File: config.mk
export PLATFORM = sky130hd
export DESIGN_NAME = uart_tx_result_sender
export DESIGN_NICKNAME = d
export VERILOG_FILES = /design/src/rtl/uart_pkg.sv /design/src/rtl/uart_tx_byte.sv /design/src/rtl/uart_tx_result_sender.sv
export SDC_FILE = /design/constraint.sdc
export NUM_CORES = 1
export LEC_CHECK = 0
export BUFFER_PORTS_ARGS = -buffer_cell sky130_fd_sc_hd__buf_4
export CORE_AREA = 2 2 128 68
export CTS_CLUSTER_DIAMETER = 50
export CTS_CLUSTER_SIZE = 10
export DETAILED_ROUTE_END_ITERATION = 8
export DIE_AREA = 0 0 130 70
export PLACE_DENSITY = 0.68
export SETUP_SLACK_MARGIN = 0.15
export SYNTH_ARGS = -nofsm -noshare
export SYNTH_HDL_FRONTEND = slang
export SYNTH_HIERARCHICAL = 1
export SYNTH_SLANG_ARGS = --single-unit
File: constraint.sdc
create_clock -name i_clk -period 2.56 [get_ports i_clk]
set_clock_uncertainty 0.1 [all_clocks]
set_input_delay 0 -clock i_clk [delete_from_list [all_inputs] [get_ports i_clk]]
set_output_delay 0 -clock i_clk [all_outputs]
set_load 0.01 [all_outputs]
File: src/rtl/uart_pkg.sv
// -----------------------------------------------------------------------------
// uart_pkg
// Shared types and constants for the UART transmit path.
//   t_state        : frame/word sequencing states.
//   DEF_*          : default widths used by the transmitter modules.
//   BITS_PER_FRAME : start + data bits + stop (8N1).
//   BYTES_PER_WORD : bytes carried per result word.
//   cnt_width()    : counter width for a modulus, never below 1 bit.
// -----------------------------------------------------------------------------
package uart_pkg;

  typedef enum logic [2:0] {
    IDLE,
    START,
    DATA,
    STOP,
    NEXT
  } t_state;

  localparam int DEF_SIZE_DATA     = 32;
  localparam int DEF_SIZE_BYTE     = 8;
  localparam int DEF_OVER_SAMPLING = 16;

  localparam int BITS_PER_FRAME = DEF_SIZE_BYTE + 2;
  localparam int BYTES_PER_WORD = DEF_SIZE_DATA / DEF_SIZE_BYTE;

  function automatic int cnt_width(input int n);
    return (n > 1) ? $clog2(n) : 1;
  endfunction

endpackage

File: src/rtl/uart_tx_byte.sv
// -----------------------------------------------------------------------------
// uart_tx_byte
// Serialises one byte as an 8N1 frame: start bit, data bits LSB first, stop bit.
// Each bit lasts OVER_SAMPLING baud sticks.
// Ports:
//   i_clk        system clock
//   i_rst        synchronous reset, active-high
//   i_stick      baud tick (oversampled)
//   i_start      begin a frame with i_byte (honoured only while idle)
//   i_chain      this start directly follows a previous frame of the same word
//   i_byte       byte to send
//   o_tx         serial line, idle high
//   o_byte_done  high in the cycle whose edge ends the stop bit
// -----------------------------------------------------------------------------
module uart_tx_byte
  import uart_pkg::*;
#(
  parameter int SIZE_BYTE     = DEF_SIZE_BYTE,
  parameter int OVER_SAMPLING = DEF_OVER_SAMPLING
) (
  input  logic                 i_clk,
  input  logic                 i_rst,
  input  logic                 i_stick,
  input  logic                 i_start,
  input  logic                 i_chain,
  input  logic [SIZE_BYTE-1:0] i_byte,
  output logic                 o_tx,
  output logic                 o_byte_done
);

  localparam int CNT_W = cnt_width(OVER_SAMPLING);
  localparam int BIT_W = cnt_width(SIZE_BYTE);
  localparam logic [CNT_W-1:0] CNT_LAST = CNT_W'(OVER_SAMPLING - 1);
  localparam logic [BIT_W-1:0] BIT_LAST = BIT_W'(SIZE_BYTE - 1);

  t_state               r_state, w_state_next;
  logic [CNT_W-1:0]     r_cnt, w_cnt_next;
  logic [BIT_W-1:0]     r_bit, w_bit_next;
  logic [SIZE_BYTE-1:0] r_shift, w_shift_next;
  logic                 w_tick_last;

  // The stick that completes the current bit period.
  assign w_tick_last = i_stick & (r_cnt == CNT_LAST);

  always_comb begin
    w_state_next = r_state;
    w_cnt_next   = r_cnt;
    w_bit_next   = r_bit;
    w_shift_next = r_shift;

    if (r_state != IDLE && i_stick) begin
      w_cnt_next = w_tick_last ? '0 : r_cnt + 1'b1;
    end

    case (r_state)
      IDLE: begin
        if (i_start) begin
          w_state_next = START;
          w_shift_next = i_byte;
          w_bit_next   = '0;
          // A word's first frame ignores a stick on its accept edge; later
          // frames keep the word's bit clock running through the gap cycle.
          w_cnt_next   = (i_chain && i_stick) ? CNT_W'(1) : '0;
        end
      end
      START: begin
        if (w_tick_last) w_state_next = DATA;
      end
      DATA: begin
        if (w_tick_last) begin
          if (r_bit == BIT_LAST) begin
            w_state_next = STOP;
          end else begin
            w_bit_next   = r_bit + 1'b1;
            w_shift_next = r_shift >> 1;
          end
        end
      end
      STOP: begin
        if (w_tick_last) w_state_next = IDLE;
      end
      default: w_state_next = IDLE;
    endcase
  end

  always_ff @(posedge i_clk) begin
    if (i_rst) begin
      r_state <= IDLE;
      r_cnt   <= '0;
      r_bit   <= '0;
      r_shift <= '0;
    end else begin
      r_state <= w_state_next;
      r_cnt   <= w_cnt_next;
      r_bit   <= w_bit_next;
      r_shift <= w_shift_next;
    end
  end

  // Line level decoded from registered state only.
  always_comb begin
    case (r_state)
      START:   o_tx = 1'b0;
      DATA:    o_tx = r_shift[0];
      default: o_tx = 1'b1;
    endcase
  end

  assign o_byte_done = (r_state == STOP) & w_tick_last;

endmodule

File: src/rtl/uart_tx_result_sender.sv
// -----------------------------------------------------------------------------
// uart_tx_result_sender
// Accepts one result word per valid/ready handshake and sends it as a series
// of 8N1 UART frames, one per byte, then pulses o_done.
// Ports:
//   i_clk    system clock
//   i_rst    synchronous reset, active-high
//   i_stick  baud tick at OVER_SAMPLING x baud rate
//   i_tx_en  transmitter enable (gates new words only)
//   i_valid  result word available
//   i_data   result word
//   o_ready  word accepted this cycle if i_valid
//   o_busy   a word is being transmitted
//   o_tx     serial line, idle high
//   o_done   one-cycle pulse after the final stop bit of a word
// -----------------------------------------------------------------------------
module uart_tx_result_sender
  import uart_pkg::*;
#(
  parameter int SIZE_DATA      = DEF_SIZE_DATA,
  parameter int SIZE_BYTE      = DEF_SIZE_BYTE,
  parameter int OVER_SAMPLING  = DEF_OVER_SAMPLING,
  parameter int MSB_BYTE_FIRST = 1
) (
  input  logic                 i_clk,
  input  logic                 i_rst,
  input  logic                 i_stick,
  input  logic                 i_tx_en,
  input  logic                 i_valid,
  input  logic [SIZE_DATA-1:0] i_data,
  output logic                 o_ready,
  output logic                 o_busy,
  output logic                 o_tx,
  output logic                 o_done
);

  localparam int N_BYTES = SIZE_DATA / SIZE_BYTE;
  localparam int BCNT_W  = cnt_width(N_BYTES);
  localparam logic [BCNT_W-1:0] BCNT_LAST = BCNT_W'(N_BYTES - 1);

  // Word-level states used here: IDLE, DATA (a frame is on the line),
  // NEXT (single gap cycle that selects the following byte).
  t_state               r_state, w_state_next;
  logic [SIZE_DATA-1:0] r_word, w_word_next;
  logic [BCNT_W-1:0]    r_byte_cnt, w_byte_cnt_next;
  logic                 r_done, w_done_next;

  logic                 w_accept;
  logic                 w_start;
  logic                 w_chain;
  logic                 w_byte_done;
  logic [SIZE_DATA-1:0] w_word_src;
  logic [SIZE_BYTE-1:0] w_lane [N_BYTES];
  logic [BCNT_W-1:0]    w_lane_idx;

  assign o_ready  = (r_state == IDLE) & i_tx_en & ~i_rst;
  assign w_accept = i_valid & o_ready;

  // The first byte leaves on the accept edge, before the word is latched.
  assign w_word_src = (r_state == IDLE) ? i_data : r_word;

  generate
    for (genvar gi = 0; gi < N_BYTES; gi++) begin : g_lane
      assign w_lane[gi] = w_word_src[gi*SIZE_BYTE +: SIZE_BYTE];
    end
  endgenerate

  assign w_lane_idx = (MSB_BYTE_FIRST != 0) ? (BCNT_LAST - r_byte_cnt) : r_byte_cnt;
  assign w_chain    = (r_state == NEXT);
  assign w_start    = w_accept | w_chain;

  always_comb begin
    w_state_next    = r_state;
    w_word_next     = r_word;
    w_byte_cnt_next = r_byte_cnt;
    w_done_next     = 1'b0;

    case (r_state)
      IDLE: begin
        if (w_accept) begin
          w_state_next    = DATA;
          w_word_next     = i_data;
          w_byte_cnt_next = '0;
        end
      end
      DATA: begin
        if (w_byte_done) begin
          if (r_byte_cnt == BCNT_LAST) begin
            w_state_next    = IDLE;
            w_byte_cnt_next = '0;
            w_done_next     = 1'b1;
          end else begin
            w_state_next    = NEXT;
            w_byte_cnt_next = r_byte_cnt + 1'b1;
          end
        end
      end
      NEXT:    w_state_next = DATA;
      default: w_state_next = IDLE;
    endcase
  end

  always_ff @(posedge i_clk) begin
    if (i_rst) begin
      r_state    <= IDLE;
      r_word     <= '0;
      r_byte_cnt <= '0;
      r_done     <= 1'b0;
    end else begin
      r_state    <= w_state_next;
      r_word     <= w_word_next;
      r_byte_cnt <= w_byte_cnt_next;
      r_done     <= w_done_next;
    end
  end

  uart_tx_byte #(
    .SIZE_BYTE     (SIZE_BYTE),
    .OVER_SAMPLING (OVER_SAMPLING)
  ) u_tx_byte (
    .i_clk       (i_clk),
    .i_rst       (i_rst),
    .i_stick     (i_stick),
    .i_start     (w_start),
    .i_chain     (w_chain),
    .i_byte      (w_lane[w_lane_idx]),
    .o_tx        (o_tx),
    .o_byte_done (w_byte_done)
  );

  assign o_busy = (r_state != IDLE);
  assign o_done = r_done;

endmodule

Word level (Yosys, flattened, before mapping)
Index checks and enable logic that the tools add are counted.
{ "totals": {"register_bits": 56, "latch_bits": 0, "ramBits": 0, "mem_bits_ro": 0, "inputBits": 37, "wordCells": 86, "memories": 0} }
{ "classes": {"n_addsub": 4, "multipliers": 0, "n_div": 0, "n_lt_le_gt_ge": 1, "n_eq_ne": 16, "shift": 0, "muxes": 33, "n_bitwise": 10, "reduce_logical": 14} }
{ "ops": {"columns": ["cell", "count"], "rows": [
  ["$mux 8", 5],
  ["$mux 3", 11],
  ["$mux 32", 1],
  ["$bmux 8 s2", 1],
  ["$mux 4", 4],
  ["$pmux 8 s2", 1],
  ["$ne 2x1->1 const B", 6],
  ["$pmux 3 s4", 1],
  ["$eq 3x2->1 const B", 3],
  ["$pmux 3 s3", 1],
  ["$eq 3x3->1 const B", 2],
  ["$logic_not 3->1", 2],
  ["$mux 2", 3],
  ["$pmux 3 s2", 1],
  ["$reduce_bool 3->1", 2],
  ["$and 1x1->1", 5],
  ["$reduce_and 5->1", 1],
  ["$add 4x1->4 const B", 1],
  ["$eq 4x4->1 const B", 1],
  ["$ne 2x2->1 const B", 2],
  ["$pmux 2 s2", 1],
  ["$reduce_and 2->1", 2],
  ["$reduce_and 4->1", 1],
  ["$reduce_bool 2->1", 2],
  ["14 further kinds", 18]
]} }

Depth between registers and ports, before layout
{ "logic_depth": {"ltp_word": 7, "depth_mapped": 10} }

Cells and area by module
The synthesis kept the hierarchy.
{ "modules_own_cells": {"columns": ["module", "instances", "cells_each", "area_per_inst_um2", "seq_area_each_um2"], "rows": [
  ["uart_tx_result_sender", 1, 204, 1983.2, 740.7],
  ["uart_tx_byte", 1, 117, 1097.3, 340.3]
]} }

Worst setup path after synthesis
No wires, ideal clock.
{ "synth_timing": {"kind": "register -> register", "start": "reg r_state[2] (netlist name)", "end": "reg u_tx_byte.r_shift[0]", "arrival_time_ns": 2.258, "t_required_ns": 2.339, "path_slack_ns": 0.080, "stages_incl_launch_ff": 11, "synth_period_minus_slack_ns": 2.480, "path_cell_list": "dfxtp_1 buf_6 or4b_1 buf_6 inv_8 nand2_1 nand2_1 nor2b_1 a2111o_1 buf_6 mux2_4"} }
{ "synth_rtl": {"columns": ["item", "line_no", "text"], "rows": [
  ["to (signal assigned)", "uart_tx_byte.sv:96", "r_shift <= w_shift_next;"],
  ["to (decl)", "uart_tx_byte.sv:39", "logic [SIZE_BYTE-1:0] r_shift, w_shift_next;"]
]} }

Worst setup path in the final report
{ "layout_timing": {"start": "reg r_byte_cnt[1]", "end": "reg u_tx_byte.r_shift[2]"} }
{ "layout_via": {"elab_chain_len": 7} }
{ "layout_rtl": {"columns": ["item", "line_no", "text"], "rows": [
  ["from (decl)", "uart_tx_result_sender.sv:45", "logic [BCNT_W-1:0] r_byte_cnt, w_byte_cnt_next;"],
  ["from (signal assigned)", "uart_tx_result_sender.sv:112", "r_byte_cnt <= w_byte_cnt_next;"],
  ["$sub 2x2->2", "uart_tx_result_sender.sv:68", "assign w_lane_idx = (MSB_BYTE_FIRST != 0) ? (BCNT_LAST - r_byte_cnt) : r_byte_cnt;"],
  ["$not 2->3 (implied by the code)", "uart_tx_result_sender.sv:126", ".i_byte (w_lane[w_lane_idx]),"],
  ["$bmux 8 s2", "uart_tx_result_sender.sv:126", null],
  ["$mux 8 (implied by the code) (2 in a row)", "uart_tx_result_sender.sv:126", null],
  ["$mux 8", "uart_tx_byte.sv:57", "if (i_start) begin"],
  ["$pmux 8 s2", "uart_tx_byte.sv:55", "case (r_state)"]
]} }
Every way passes these cells. The select of a mux whose other input is x is not followed.
A chain may end at the register's enable or synchronous reset.

==> flow_summary.json <==
{
  "worst_pin_slew_ns": 0.888,
  "worstSetupEndpointType": "flop",
  "cts_buffers": 5,
  "ys_warn_count": 6,
  "antenna_found_initial": 0,
  "cp.required_ns": 2.64,
  "worstSetupEndpoint": "u_tx_byte/r_shift[2]$_SDFFE_PP0P_",
  "nets": 428,
  "fill_cells": 774,
  "vias_per_cell": 5.37,
  "instances_no_fill": 500,
  "p_switching_uw": 647,
  "maxCapViolations": 0,
  "report.final.slew_viol_count": 0,
  "grtUsageTotal_pct": 17.5,
  "synth_ff_type": "dfxtp_1",
  "reg2reg_depth": 5,
  "synth_common_cells": "dfxtp_1, a21oi_1, nand3_1, o21ai_0, mux4_2",
  "cp.arrival_ns": 2.42,
  "synth_edf_count": 0,
  "min_period_ns": 2.34,
  "cts-root-buf": "clkbuf_16",
  "cp_max_fo": 18,
  "startpoint": "r_byte_cnt[1]$_SDFFE_PP0P_",
  "synthTopCellsByArea": "dfxtp_1, mux4_2, a21oi_1, nand3_1, o21ai_0",
  "die-width_um": 130,
  "core_area_sq_um": 8200,
  "clk_latency_ns": 0.29,
  "fin_crit_sh_pct": 91.3,
  "dieArea_sq_um": 9100,
  "clock_path_buffers": 2,
  "post-route-drc-count": 0,
  "syn_inst": 321,
  "r2r_start": "r_byte_cnt[1]$_SDFFE_PP0P_",
  "dpl.cell_count": 456,
  "synth.most_common_cell": "dfxtp_1",
  "setup_tns_ns": 0,
  "rsz0062_at_grt": "false",
  "grt_max_degree": 69,
  "ios": 41,
  "port-buffer-count": 40,
  "synth_area_sq_um": 3080,
  "power.density_nw_per_um2": 575,
  "seq_power_share_pct": 41.9,
  "drt-pass1-iter-count": 4,
  "r2r_end": "u_tx_byte/r_shift[2]$_SDFFE_PP0P_",
  "p_total_uw": 2270,
  "wirelength_um": 7840,
  "wl_met1_um": 3980,
  "grt_pass1_vias": 2461,
  "worst_setup_path_start_kind": "flop",
  "hold_path.class": "in -> reg",
  "netlist.area_leader.share_pct": 35.1,
  "drive_gt1_share_pct": 25.8,
  "syn_to_final_growth_pct": 27.9,
  "highest_layer": "met4",
  "synth_top_cell_by_area": "dfxtp_1",
  "avgSynthCellArea_sq_um": 9.60,
  "num_vias": 2685,
  "synth-seq-cells": 54,
  "htreeDepth": 2,
  "path_cells": "mux4_2 > mux2_2 > mux2i_1 > nor2_1 > mux2_4",
  "grt_overflow_total": 0,
  "peakVddDrop_v": 0.000303,
  "grt_pass1_wl_um": 12600,
  "detail_route.wl_per_cell_um": 15.7,
  "drtIter0Drc": 232,
  "route.met3.wl_um": 460,
  "antenna_cells": 0,
  "pwr-share-clk_pct": 30.7,
  "max-slew-margin-rel_pct": 40.7,
  "yosys.cell_types.count": 49,
  "status": "finished, final reports clean",
  "p_sw_share_pct": 28.6,
  "place.gp.congestion": 0.744,
  "numClockSinks": 54,
  "path_clk_slew_ns": 0.07,
  "finalHoldViolations": 0,
  "critical_path_class": "reg -> reg",
  "dr_wl_met2_um": 3350,
  "p_int_uw": 1620,
  "setup_violations": 0,
  "initial_core_util_pct": 37.6,
  "async_flop_share_pct": 0,
  "row_count": 24,
  "cts_tree": "built",
  "place_hpwl_um": 5250,
  "cellLeakagePower_uw": 0.00149,
  "ys_seq_area_share_pct": 35.1,
  "reg2reg_slack_ns": 0.22,
  "critical_path.slowest_cell": "dfxtp_1",
  "syn_nets": 367,
  "cpPeakStageDelay_ns": 0.90,
  "fmax_mhz": 428,
  "drtAntennaViolNets": 0,
  "combPwrFrac_pct": 27.4,
  "fp.dieH_um": 70
}
-- layout by cell type (no fill, tap or decap), types with 2 or more instances in the layout --
master	synthesis	routed
clkbuf_16	0	5
buf_4	1	50
nor2b_1	7	6
o32ai_1	3	3
dfxtp_1	54	54
o21ai_0	35	35
mux2_4	7	7
nand3_1	35	35
mux2i_1	10	10
a31oi_1	3	3
nand2_1	7	6
inv_1	11	11
nand2b_1	7	7
a21oi_1	36	36
ha_1	9	9
dlygate4sd3_1	0	34
mux2_2	8	8
or3_1	2	2
or4b_1	2	2
mux4_2	16	16
nor2_1	14	14
-- final cells by class --
cell class / count / area (sq um) / area share [%]
Clock buffer: 6 / 139 / 3.53
Multi-Input combinational cell: 224 / 1770 / 45.0
Tap cell: 117 / 146 / 3.72
Inverter: 12 / 52.6 / 1.33
Clock inverter: 2 / 12.5 / 0.318
Timing Repair Buffer: 85 / 736 / 18.7
Sequential cell: 54 / 1080 / 27.4
-- worst max-delay path, delay by kind of cell (launching register included) --
family        cells  cell delay [ns]
mux               4             1.16
flops             1             0.90
simple gates      1             0.06
-- power groups by stage --
stage / logic, uW / clock network (uW) / registers [uW]
after global routing: 673 / 753 / 958
after CTS: 610 / 714 / 949
final: 620 / 696 / 949
after detailed placement: 564 / 0 / 967
after global placement: 544 / 0 / 966
after floorplan: 432 / 0 / 956
-- sequential cells by signal, summed over array words and instances (netlist names) --
| register | cells |
|---|---|
| r_word | 32 |
| r_byte_cnt | 2 |
| r_state | 2 |
| u_tx_byte/r_cnt | 4 |
| u_tx_byte/r_bit | 3 |
| u_tx_byte/r_state | 2 |
| o_done | 1 |
| u_tx_byte/r_shift | 8 |
-- kinds of logic (layout without fill, tap and decap cells) --
family	Yosys count	after routing	share of synthesized area, %
AOI/OAI and AO/OA	85	85	15.4
adders and majority gates	9	9	3.66
buffers and inverters	43	105	8.00
DFF	54	54	35.1
muxes	42	42	21.6
and+or+nand+nor	88	88	16.2
-- worst min-delay path by stage --
stage,to,cells past startpoint,startpoint
6_report,r_byte_cnt[1]$_SDFFE_PP0P_,4,i_tx_en
5_1_grt,r_byte_cnt[1]$_SDFFE_PP0P_,4,i_tx_en
4_1_cts,r_byte_cnt[1]$_SDFFE_PP0P_,4,i_tx_en
3_5_place_dp,r_word[30]$_SDFFE_PP0P_,3,i_data[30]
3_3_place_gp,r_word[19]$_SDFFE_PP0P_,3,i_data[19]
2_1_floorplan,r_word[0]$_SDFFE_PP0P_,2,i_data[0]
-- through the flow --
| stage | worst slack, ns | hold WS, ns | area (sq um) | util (%) |
|---|---|---|---|---|
| global route | 0.148 | 0.107 | 3940 | 48.0 |
| global placement | 0.191 | 0.174 | 3420 | 41.7 |
| finish | 0.223 | 0.0936 | 3940 | 48.0 |
| CTS | 0.151 | 0.0910 | 3910 | 47.7 |
| floorplan | 0.180 | 0.0477 | 3090 | - |
| detailed placement | 0.136 | 0.178 | 3420 | 41.7 |
-- metal layers --
layer / up-vias / GRT usage [%]
met1: 1317 / 27.0
met2: 75 / 24.5
met5: - / 0
met3: 4 / 4.29
met4: 0 / 3.46
li1: 1289 / -
-- timing repair --
item,in CTS,in global routing
gates resized for setup,1,1
hold buffers,34,0
setup buffers,0,2
endpoints found under the setup margin,7,11
pin swaps,0,1
endpoints found under the hold margin,34,0
Note: power is estimated with default switching activity, not from simulation.
